### config.mk
export PLATFORM = sky130hd
export DESIGN_NAME = conv2d_stream_flat
export DESIGN_NICKNAME = d
export VERILOG_FILES = /design/src/rtl/conv_pkg.sv /design/src/rtl/conv2d_stream_if.sv /design/src/rtl/line_buffer.sv /design/src/rtl/conv2d_stream.sv /design/src/flat_wrapper.sv
export SDC_FILE = /design/constraint.sdc
export NUM_CORES = 2
export LEC_CHECK = 0
export CORE_MARGIN = 2
export CORE_UTILIZATION = 35
export CTS_CLUSTER_SIZE = 16
export DETAILED_ROUTE_END_ITERATION = 10
export PLACE_DENSITY = 0.54
export SKIP_CTS_REPAIR_TIMING = 1
export SLEW_MARGIN = 0
export SYNTH_ARGS = -nofsm -noshare
export SYNTH_HDL_FRONTEND = slang
export SYNTH_SLANG_ARGS = --single-unit
### constraint.sdc
create_clock -name clk -period 7.7 [get_ports clk]
set_clock_uncertainty 0.05 [all_clocks]
set_input_delay 1.54 -clock clk [delete_from_list [all_inputs] [get_ports clk]]
set_output_delay 1.54 -clock clk [all_outputs]
set_load 0.05 [all_outputs]
### src/rtl/conv_pkg.sv
// conv_pkg -- shared constants for the streaming 3x3 convolution engine.
//   N_COEF          : number of kernel taps (3x3)
//   K_*             : tap indices in raster order (0 = top-left, 8 = bottom-right)
//   KERNEL_DEFAULT  : power-up kernel 8,16,8 / 16,32,16 / 8,16,8 (sum 128)
//   acc_width()     : accumulator width that cannot overflow for 9 taps
package conv_pkg;

  localparam int N_COEF = 9;

  localparam int K_TL = 0;
  localparam int K_TC = 1;
  localparam int K_TR = 2;
  localparam int K_ML = 3;
  localparam int K_CENTER = 4;
  localparam int K_MR = 5;
  localparam int K_BL = 6;
  localparam int K_BC = 7;
  localparam int K_BR = 8;

  localparam int KERNEL_DEFAULT [N_COEF] = '{8, 16, 8, 16, 32, 16, 8, 16, 8};

  // Product is DATA_W+COEF_W+1 bits signed; nine of them need 4 more bits.
  function automatic int acc_width(input int data_w, input int coef_w);
    return data_w + coef_w + 5;
  endfunction

endpackage

### src/rtl/conv2d_stream_if.sv
// conv2d_stream_if -- pixel-in / result-out stream bundle.
//   in_valid/in_ready/din           : pixel stream into the engine
//   out_valid/out_ready/dout/out_last: result stream out of the engine
// Handshake: a beat transfers on a rising edge where valid && ready are both
// high. A producer holding valid keeps its data stable until the transfer;
// ready may depend combinationally on the consumer side, valid never on ready.
// Modports: master = pixel source / result consumer, slave = the engine.
interface conv2d_stream_if #(
  parameter int DATA_W = 8,
  parameter int OUT_W  = 16
);
  logic              in_valid;
  logic              in_ready;
  logic [DATA_W-1:0] din;
  logic              out_valid;
  logic              out_ready;
  logic [OUT_W-1:0]  dout;
  logic              out_last;

  modport master (
    output in_valid, din, out_ready,
    input  in_ready, out_valid, dout, out_last
  );

  modport slave (
    input  in_valid, din, out_ready,
    output in_ready, out_valid, dout, out_last
  );
endinterface

### src/rtl/line_buffer.sv
// line_buffer -- one image row of pixel storage.
//   clk     : clock
//   en_i    : write enable (one write per enabled cycle)
//   addr_i  : column address, shared by read and write
//   wdata_i : data written at addr_i
//   rdata_o : combinational read of addr_i; returns the old contents in the
//             cycle the same address is written (read-before-write)
// No reset: every location is rewritten before it is read within a frame.
module line_buffer #(
  parameter int DEPTH = 8,
  parameter int WIDTH = 8,
  localparam int AW = (DEPTH > 1) ? $clog2(DEPTH) : 1
) (
  input  logic             clk,
  input  logic             en_i,
  input  logic [AW-1:0]    addr_i,
  input  logic [WIDTH-1:0] wdata_i,
  output logic [WIDTH-1:0] rdata_o
);

  logic [WIDTH-1:0] mem_q [DEPTH];

  assign rdata_o = mem_q[addr_i];

  always_ff @(posedge clk) begin
    if (en_i) mem_q[addr_i] <= wdata_i;
  end

endmodule

### src/rtl/conv2d_stream.sv
// conv2d_stream -- streaming valid-mode 3x3 convolution with programmable
// signed kernel, arithmetic shift and unsigned saturation.
//   clk, rst_n  : clock, asynchronous active-low reset
//   s           : stream bundle (slave side): pixels in, results out
//   coef_we     : kernel write strobe, honoured only while busy is low
//   coef_addr   : tap index 0..8 raster order; 9..15 ignored
//   coef_data   : signed tap value
//   busy        : frame in progress or results still in the pipeline
// Pipeline: accept edge loads the window, next edge registers the nine
// products, next edge registers the clamped sum as dout. One global enable
// freezes window, line buffers and all stages while a result is stalled.
module conv2d_stream #(
  parameter int IMG_W  = 8,
  parameter int IMG_H  = 8,
  parameter int DATA_W = 8,
  parameter int COEF_W = 8,
  parameter int OUT_W  = 16,
  parameter int SHIFT  = 0
) (
  input  logic                     clk,
  input  logic                     rst_n,
  conv2d_stream_if.slave           s,
  input  logic                     coef_we,
  input  logic [3:0]               coef_addr,
  input  logic signed [COEF_W-1:0] coef_data,
  output logic                     busy
);
  import conv_pkg::*;

  localparam int ACC_W  = acc_width(DATA_W, COEF_W);
  localparam int PROD_W = DATA_W + COEF_W + 1;
  localparam int EXT_W  = ACC_W + OUT_W + 1;
  localparam int COL_W  = $clog2(IMG_W);
  localparam int ROW_W  = $clog2(IMG_H);
  localparam logic signed [EXT_W-1:0] SAT_MAX = EXT_W'({OUT_W{1'b1}});

  logic en, accept;
  logic [COL_W-1:0] col_q, col_d;
  logic [ROW_W-1:0] row_q, row_d;
  logic [DATA_W-1:0] lb0_rd, lb1_rd;
  logic [DATA_W-1:0] win_q [3][3];
  logic s1_v_q, s1_last_q, s2_v_q, s2_last_q;
  logic signed [PROD_W-1:0] prod_q [N_COEF];
  logic signed [PROD_W-1:0] prod_d [N_COEF];
  logic signed [COEF_W-1:0] coef_q [N_COEF];
  logic signed [ACC_W-1:0] sum, shifted;
  logic signed [EXT_W-1:0] ext;
  logic [OUT_W-1:0] dout_q, dout_d;
  logic out_valid_q, out_last_q;
  logic win_issue, win_last;

  // Everything advances unless a presented result is being held back.
  assign en       = !(out_valid_q && !s.out_ready);
  assign accept   = s.in_valid && en;
  assign s.in_ready = en;

  assign win_issue = (row_q >= ROW_W'(2)) && (col_q >= COL_W'(2));
  assign win_last  = (row_q == ROW_W'(IMG_H - 1)) && (col_q == COL_W'(IMG_W - 1));

  // Raster position of the next pixel; wraps to 0,0 after a full frame.
  always_comb begin
    col_d = col_q;
    row_d = row_q;
    if (accept) begin
      if (col_q == COL_W'(IMG_W - 1)) begin
        col_d = '0;
        row_d = (row_q == ROW_W'(IMG_H - 1)) ? '0 : row_q + ROW_W'(1);
      end else begin
        col_d = col_q + COL_W'(1);
      end
    end
  end

  always_ff @(posedge clk or negedge rst_n) begin
    if (!rst_n) begin
      col_q <= '0;
      row_q <= '0;
    end else begin
      col_q <= col_d;
      row_q <= row_d;
    end
  end

  // lb0 holds the row above, lb1 the row two above; lb1 takes what lb0 drops.
  line_buffer #(.DEPTH(IMG_W), .WIDTH(DATA_W)) u_lb0 (
    .clk(clk), .en_i(accept), .addr_i(col_q), .wdata_i(s.din), .rdata_o(lb0_rd)
  );
  line_buffer #(.DEPTH(IMG_W), .WIDTH(DATA_W)) u_lb1 (
    .clk(clk), .en_i(accept), .addr_i(col_q), .wdata_i(lb0_rd), .rdata_o(lb1_rd)
  );

  // Window row 0 is the top row, column 2 the newest column.
  always_ff @(posedge clk or negedge rst_n) begin
    if (!rst_n) begin
      for (int r = 0; r < 3; r++)
        for (int c = 0; c < 3; c++) win_q[r][c] <= '0;
    end else if (accept) begin
      for (int r = 0; r < 3; r++) begin
        win_q[r][0] <= win_q[r][1];
        win_q[r][1] <= win_q[r][2];
      end
      win_q[0][2] <= lb1_rd;
      win_q[1][2] <= lb0_rd;
      win_q[2][2] <= s.din;
    end
  end

  always_comb begin
    for (int k = 0; k < N_COEF; k++)
      prod_d[k] = PROD_W'($signed({1'b0, win_q[k / 3][k % 3]})) * PROD_W'(coef_q[k]);
  end

  always_comb begin
    sum = '0;
    for (int k = 0; k < N_COEF; k++) sum = sum + ACC_W'(prod_q[k]);
    shifted = sum >>> SHIFT;
    ext     = EXT_W'(shifted);
    if (ext[EXT_W-1])       dout_d = '0;
    else if (ext > SAT_MAX) dout_d = '1;
    else                    dout_d = ext[OUT_W-1:0];
  end

  always_ff @(posedge clk or negedge rst_n) begin
    if (!rst_n) begin
      s1_v_q      <= 1'b0;
      s1_last_q   <= 1'b0;
      s2_v_q      <= 1'b0;
      s2_last_q   <= 1'b0;
      out_valid_q <= 1'b0;
      out_last_q  <= 1'b0;
      dout_q      <= '0;
      for (int k = 0; k < N_COEF; k++) prod_q[k] <= '0;
    end else if (en) begin
      s1_v_q      <= accept && win_issue;
      s1_last_q   <= accept && win_last;
      prod_q      <= prod_d;
      s2_v_q      <= s1_v_q;
      s2_last_q   <= s1_last_q;
      out_valid_q <= s2_v_q;
      out_last_q  <= s2_last_q;
      if (s2_v_q) dout_q <= dout_d;
    end
  end

  // Kernel is read at the product stage, so a write landing with the first
  // pixel of a frame still applies to that whole frame.
  always_ff @(posedge clk or negedge rst_n) begin
    if (!rst_n) begin
      for (int k = 0; k < N_COEF; k++) coef_q[k] <= COEF_W'(KERNEL_DEFAULT[k]);
    end else if (coef_we && !busy) begin
      for (int k = 0; k < N_COEF; k++)
        if (coef_addr == 4'(k)) coef_q[k] <= coef_data;
    end
  end

  // Counters off 0,0 means a frame is mid-way; any valid stage means results pending.
  assign busy = (row_q != '0) || (col_q != '0) || s1_v_q || s2_v_q || out_valid_q;

  assign s.out_valid = out_valid_q;
  assign s.out_last  = out_last_q;
  assign s.dout      = dout_q;

endmodule

### src/flat_wrapper.sv
// flat-port wrapper written by rule: the top's interface ports become plain ports
module conv2d_stream_flat import conv_pkg::*;
#(
  parameter int IMG_W  = 8,
  parameter int IMG_H  = 8,
  parameter int DATA_W = 8,
  parameter int COEF_W = 8,
  parameter int OUT_W  = 16,
  parameter int SHIFT  = 0
)
  (clk, rst_n, coef_we, coef_addr, coef_data, busy, s_in_valid, s_din, s_out_ready, s_in_ready, s_out_valid, s_dout, s_out_last);
  conv2d_stream_if #(.DATA_W(DATA_W), .OUT_W(OUT_W)) s_i ();
  input  logic clk;
  input  logic rst_n;
  input  logic coef_we;
  input  logic [3:0] coef_addr;
  input  logic signed [COEF_W-1:0] coef_data;
  output logic busy;
  input wire logic [$bits(s_i.in_valid)-1:0] s_in_valid;
  input wire logic [$bits(s_i.din)-1:0] s_din;
  input wire logic [$bits(s_i.out_ready)-1:0] s_out_ready;
  output wire logic [$bits(s_i.in_ready)-1:0] s_in_ready;
  output wire logic [$bits(s_i.out_valid)-1:0] s_out_valid;
  output wire logic [$bits(s_i.dout)-1:0] s_dout;
  output wire logic [$bits(s_i.out_last)-1:0] s_out_last;
  assign s_i.in_valid = s_in_valid;
  assign s_i.din = s_din;
  assign s_i.out_ready = s_out_ready;
  assign s_in_ready = s_i.in_ready;
  assign s_out_valid = s_i.out_valid;
  assign s_dout = s_i.dout;
  assign s_out_last = s_i.out_last;
  conv2d_stream #(.IMG_W(IMG_W), .IMG_H(IMG_H), .DATA_W(DATA_W), .COEF_W(COEF_W), .OUT_W(OUT_W), .SHIFT(SHIFT)) u_core (.clk(clk), .rst_n(rst_n), .s(s_i), .coef_we(coef_we), .coef_addr(coef_addr), .coef_data(coef_data), .busy(busy));
endmodule
Word-level counts from Yosys, hierarchy flattened

Memory sizes are Yosys's and may differ from the RTL's. A register that Yosys moved wholly into a read port is not among the register bits.
Cells that the tools add are included.

Memories: 2
Bits of input ports: 25
Output and inout port bits: 20
Bits in writable memories: 128
Memory bits (read-only): 0
Bits in latches: 0
Flip-flop bits (word level): 317

Muxes and demuxes: 6
Order comparisons: 3
Shift-type cells: 0
Equality and inequality tests: 10
Add/subtract/negate cells: 10
Div/mod/pow operators: 0
Reductions and logical operators: 29
Bitwise operators: 1
Multiply operators: 9

Memory list:

| name               | words | bits a word | rd ports | clocked after Yosys merged registers in | write ports | RTL line          | RTL |
|---|---|---|---|---|---|---|---|
| u_core.u_lb0.mem_q | 8     | 8           | 1        | 0                                       | 1           | line_buffer.sv:21 | `logic [WIDTH-1:0] mem_q [DEPTH];` |
| u_core.u_lb1.mem_q | 8     | 8           | 1        | 1                                       | 1           | line_buffer.sv:21 |  |

Operators by type and width:

| kind                                                                    | number |
|---|---|
| 9-bit by 8-bit multiplier with 17-bit output                            | 9 |
| 21-bit by 17-bit adder with 21-bit output                               | 6 |
| 16-bit 2-to-1 mux                                                       | 2 |
| 2-bit AND reduction                                                     | 11 |
| 21-bit by 17-bit > comparator with 1-bit output (second input constant) | 1 |
| 18-bit by 17-bit adder with 19-bit output                               | 1 |
| 17-bit by 17-bit adder with 18-bit output                               | 1 |
| 4-bit by 3-bit == test with 1-bit output (second input constant)        | 4 |
| 4-bit by 2-bit == test with 1-bit output (second input constant)        | 2 |
| 1-bit logical AND                                                       | 7 |
| 3-bit by 1-bit adder with 3-bit output (second input constant)          | 2 |
| 3-bit == test (second input constant)                                   | 2 |
| 3-bit by 2-bit >= comparator with 1-bit output (second input constant)  | 2 |
| 3-bit 2-to-1 mux                                                        | 2 |
| 3-bit nonzero test                                                      | 2 |
| 4-bit by 1-bit == test with 1-bit output (second input constant)        | 1 |
| 4-bit == test (second input constant)                                   | 1 |
| 1-bit logical NOT                                                       | 4 |
| 4-bit logical NOT                                                       | 1 |
| 1-bit logical OR                                                        | 4 |
| 1-bit 2-to-1 mux                                                        | 2 |
| 1-bit NOT                                                               | 1 |

Longest topological paths before layout

Word-level depth: 11
Gate-level depth with buffers: 30
Depth with buffers taken out: 29

Cells and area by module

From an unflattened synthesis, not the netlist that was laid out.

Cell total of the unflattened synthesis: 3,835
Area, all modules: 40,282.4 um^2

By module, submodules not included:

| module        | instances | seq. area each (um^2) | cells each | area an instance (um^2) |
|---|---|---|---|---|
| conv2d_stream | 1         | 8,144.1               | 3,593      | 35,172.5 |
| line_buffer   | 2         | 1,921.8               | 121        | 2,555.0 |

Worst setup path before layout

Ideal clock, no wire load.

Path kind: reg-to-reg
Start point: reg u_core.prod_q[103] (netlist name)
End point: reg u_core.dout_q[10] (netlist: u_core.s.dout[10])
Period minus slack after synthesis: 6,887 ps
Setup time: 121 ps
Path slack: 813 ps
Stages on the path, launching flop included: 30
Data arrival time: 6,716 ps
Cells stage by stage: dfrtp_1 -> inv_1 -> fa_1 -> inv_1 -> ha_1 -> fa_1 -> a21o_1 -> a21oi_1 -> nand2b_1 -> a21oi_1 -> a211oi_1 -> nor3_1 -> or3_1 -> a21oi_1 -> xnor2_1 -> fa_1 -> inv_1 -> fa_1 -> fa_1 -> fa_1 -> inv_1 -> ha_1 -> a21oi_1 -> o21bai_1 -> a21oi_1 -> a21oi_1 -> a311oi_1 -> o211ai_4 -> buf_6 -> o22a_1

Longest elaborated chain between the ends: 10

Ends and longest elaborated chain:

| what                                                     | RTL line             | RTL |
|---|---|---|
| start: declaration                                       | conv2d_stream.sv:43  | `logic signed [PROD_W-1:0] prod_q [N_COEF];` |
| start signal: assignment                                 | conv2d_stream.sv:136 | `prod_q <= prod_d;` |
| 18-bit by 17-bit adder with 19-bit output *              | conv2d_stream.sv:115 | `for (int k = 0; k < N_COEF; k++) sum = sum + ACC_W'(prod_q[k]);` |
| 21-bit by 17-bit adder with 21-bit output * (6 in a row) | conv2d_stream.sv:115 |  |
| 21-bit by 17-bit > comparator with 1-bit output          | conv2d_stream.sv:119 | `else if (ext > SAT_MAX) dout_d = '1;` |
| 16-bit 2-to-1 mux                                        | conv2d_stream.sv:119 |  |
| 16-bit 2-to-1 mux *                                      | conv2d_stream.sv:118 | `if (ext[EXT_W-1]) dout_d = '0;` |
| end signal: assignment                                   | conv2d_stream.sv:141 | `if (s2_v_q) dout_q <= dout_d;` |
| end: declaration                                         | conv2d_stream.sv:48  | `logic [OUT_W-1:0] dout_q, dout_d;` |

Mark *: on every way between the ends. The rest lies on a longest branch, timed or not.
A chain may end at the register's enable or synchronous reset.

Final worst setup path

Start point: reg u_core.prod_q[103] (netlist name)
End point: reg u_core.dout_q[6] (netlist: u_core.s.dout[6])

The elaborated chain is that of the path after synthesis.

==> metrics.txt <==
antenna violations before repair=9; required time at the endpoint of the critical path=8.15 ns; First-pass DRT Iterations=5; count of flip-flops with a built-in enable after synthesis=roughly 130; total detailed-routing wirelength=101.6 mm; ratio of cells with drive above 1 in the final layout=0.07775; ratio of routed vias to standard cells=4.806; IO Count=45; Chip Height=345.0 um; delay of the slowest cell on the worst path=0.55 ns; Least-Margin Pin Slew=1.163 ns; total routing usage reported by global routing=0.1778; Max Cap Viol=0; critical path arrival=7.77 ns; Post-Syn Instances=3953; CTS buffer count=53; unrepaired setup endpoints after global routing=false; sum of negative setup slack=0 ns; CTS tree=yes; category of the most critical setup path=reg2reg; nets=4870; Critical Path Sink Type=register; worst-path maximum fanout=16; startpoint of the most critical hold path=u_core.s2_last_q$_DFFE_PN0N_; iteration-0 DRC count of the detailed router=1529; die area=119000 um^2; share of synthesized flip-flops with an asynchronous set or reset=0.7174; number of failing hold endpoints at the final stage=0; floorplan die width=345.0 um; number of flip-flops and latches in the synthesized netlist=453; routability-driven placement congestion ratio=0.8787; clock tree sinks=approximately 450; Port-buffer cells=44; Yosys cell types=76; Reg2Reg Setup Slack=between 0.3 and 0.4 ns; Yosys warning total=0; launch instance of the worst register-to-register path=u_core.prod_q[103]$_DFFE_PN0N_; site row count=125; Worst setup SP type=register; setup violators final=0; GR Overflow Total=0; buffer levels on the longest clock path=3; wire length of the first global-routing pass=163.1 mm; post-route fraction of the period consumed by the critical path=0.9507; path type of the worst min-delay path=reg2reg; Clock Tree Root=clkbuf_16; Reg2Reg Capture Point=u_core.s.dout[6]$_DFFE_PN0P_; slowest stage cell, crit path=fa_1; syn nets=4854; Synth-to-Final Area Change=9.806%; routed wirelength normalized by instance count=18.33 um; maximum level of the CTS H-tree=2; instance count along the most critical hold path=2; clock-pin slew on the worst setup and hold paths=0.06 ns; worst setup path startpoint=u_core.prod_q[103]$_DFFE_PN0N_; mean post-synth cell area=10.29 um^2; number of max-slew violations in the final report=0; run status=completed; Hold WS=0.4200 ns; detailed placer's ending HPWL=78.04 mm; endpoint of the worst hold-timing path=u_core.s2_last_q$_DFFE_PN0N_; Initial Util=0.3516; share of synthesized area occupied by flip-flops and latches=0.2946; final antenna-violating net count=0; standard cell core area=115700 um^2; maximum clock rate=0.1366 GHz; clock latency at the later pin of the worst-skew pair=0.64 ns; most common flop cell mapped by yosys=dfrtp_1; via count of the first global-routing pass=around 28000; netlist area before placement=about 41000 um^2; cell with the most instances on the worst path=fa_1; cell depth of the worst flop-to-flop path=29; count of unresolved DRC violations after routing=0; headroom to the max-slew limit=0.2244; pin count of the biggest net entering global routing=106; total vias in the final route=between 20000 and 30000; final worst path period need=7.320 ns
cells in the mapped netlist (all sizes together) (2+ instances only):
cell type,number,area share
o21ai,94,0.012
o41a,6,0.0017
o311a,5,0.0012
a21o,19,0.0037
nor2,218,0.020
o31a,5,0.0011
a211oi,7,0.0014
or2,9,0.0014
o22a,16,0.0034
nand2b,73,0.011
fa,444,0.22
buf,13,0.0016
or3,17,0.0026
mux2i,24,0.0059
and3,9,0.0015
nor4,5,0.0017
a41o,5,0.0012
dfstp,9,0.0058
mux2,130,0.036
a21boi,12,0.0022
nor2b,20,0.0033
nor3b,2,0.00049
o211ai,7,0.0020
o31ai,16,0.0030
inv,665,0.061
o41ai,5,0.0013
a22oi,6,0.0011
nand3,36,0.0047
mux4,20,0.011
a21oi,162,0.020
edfxtp,128,0.094
o21a,5,0.00092
o221ai,5,0.0012
xnor2,55,0.012
nand2,373,0.034
ha,432,0.13
a31oi,9,0.0014
xor2,73,0.016
nor3,41,0.0054
dfrtp,316,0.19
a41oi,4,0.00086
clkbuf,100,0.0092
and2,340,0.052
metrics by stage:
stage          cell area [um^2]  utilization  setup WS, ns  cells
2_1_floorplan             40690            -        0.8130   3953
3_3_place_gp              42870       0.3704        0.2854   5437
3_5_place_dp              42870       0.3704        0.2445   5437
4_1_cts                   44640       0.3857        0.2087   5536
5_1_grt                   44670       0.3860       0.01738   5537
6_report                  44680       0.3861        0.3800   5540
worst max-delay path, delay by kind of cell (launching register included):
family | cells | cell delay, ns
and+or+nand+nor | 5 | 0.87
buffers and inverters | 5 | 0.38
adders and majority gates | 8 | 3.50
AOI/OAI and AO/OA | 10 | 1.94
xor gates and xnor gates | 1 | 0.10
DFF | 1 | 0.33
worst max-delay path by stage:
stage / to / depth (start not counted) / slack [ns]
final: u_core.s.dout[6]$_DFFE_PN0P_ / 29 / 0.38
after global routing: u_core.s.dout[6]$_DFFE_PN0P_ / 29 / 0.02
after CTS: u_core.s.dout[7]$_DFFE_PN0P_ / 28 / 0.21
after detailed placement: u_core.s.dout[7]$_DFFE_PN0P_ / 28 / 0.24
after global placement: u_core.s.dout[10]$_DFFE_PN0P_ / 28 / 0.29
after floorplan: u_core.s.dout[10]$_DFFE_PN0P_ / 29 / 0.81
layer usage:
metal	routed length, um	track usage	vias up
met3	4020	0.02215	121
met4	3149	0.05375	0
li1	-	-	12690
met2	46720	0.2891	421
met5	0	0	-
met1	47670	0.2478	13400
final cells by class:
class	count	area (um^2)
Tap cell	1524	1907
Inverter	666	2507
Clock buffer	72	1498
Timing Repair Buffer	74	680.7
Clock inverter	27	274.0
Sequential cell	453	11990
Multi-Input combinational cell	2721	25820
Antenna cell	3	7.507
Fill cell	11510	71060
layout by cell type (no fill, tap or decap), types with 7 or more instances in the layout:
cell type,count
inv_1,664
fa_1,444
ha_1,432
nand2_1,372
and2_1,340
dfrtp_1,314
nor2_1,218
a21oi_1,161
edfxtp_1,128
mux2_2,123
o21ai_0,84
nand2b_1,73
xor2_1,73
xnor2_1,55
clkbuf_16,53
clkdlybuf4s50_1,40
nand3_1,35
nor3_1,34
buf_4,28
mux2i_1,24
mux4_2,20
a21o_1,18
nor2b_1,18
o31ai_1,16
or3_1,16
o22a_1,16
clkinv_2,11
o21ai_1,10
clkbuf_8,10
or2_2,9
a31oi_1,9
clkbuf_1,9
dfstp_2,9
clkinv_1,8
and3_1,8
nor3_2,7
mux2_1,7
logic make-up after synthesis:
kind of cell | count (synthesis) | share of synthesized area
xor gates and xnor gates | 128 | 0.02755
AOI/OAI and AO/OA | 396 | 0.06144
adders and majority gates | 876 | 0.3513
buffers and inverters | 779 | 0.07223
DFF | 453 | 0.2946
muxes | 174 | 0.05295
and+or+nand+nor | 1147 | 0.1399
state kept, by name, indices dropped and copies added, names as in the netlist, 3 cells and up:
register            flops
u_core.u_lb1.mem_q     64
u_core.coef_q          72
u_core.row_q            3
u_core.s.dout          16
u_core.col_q            3
u_core.win_q           72
u_core.u_lb0.mem_q     64
u_core.prod_q         153
Power is left out: the tool's default activity adds up to more than one toggle a clock period on the data nets, which glitch-free logic cannot reach.
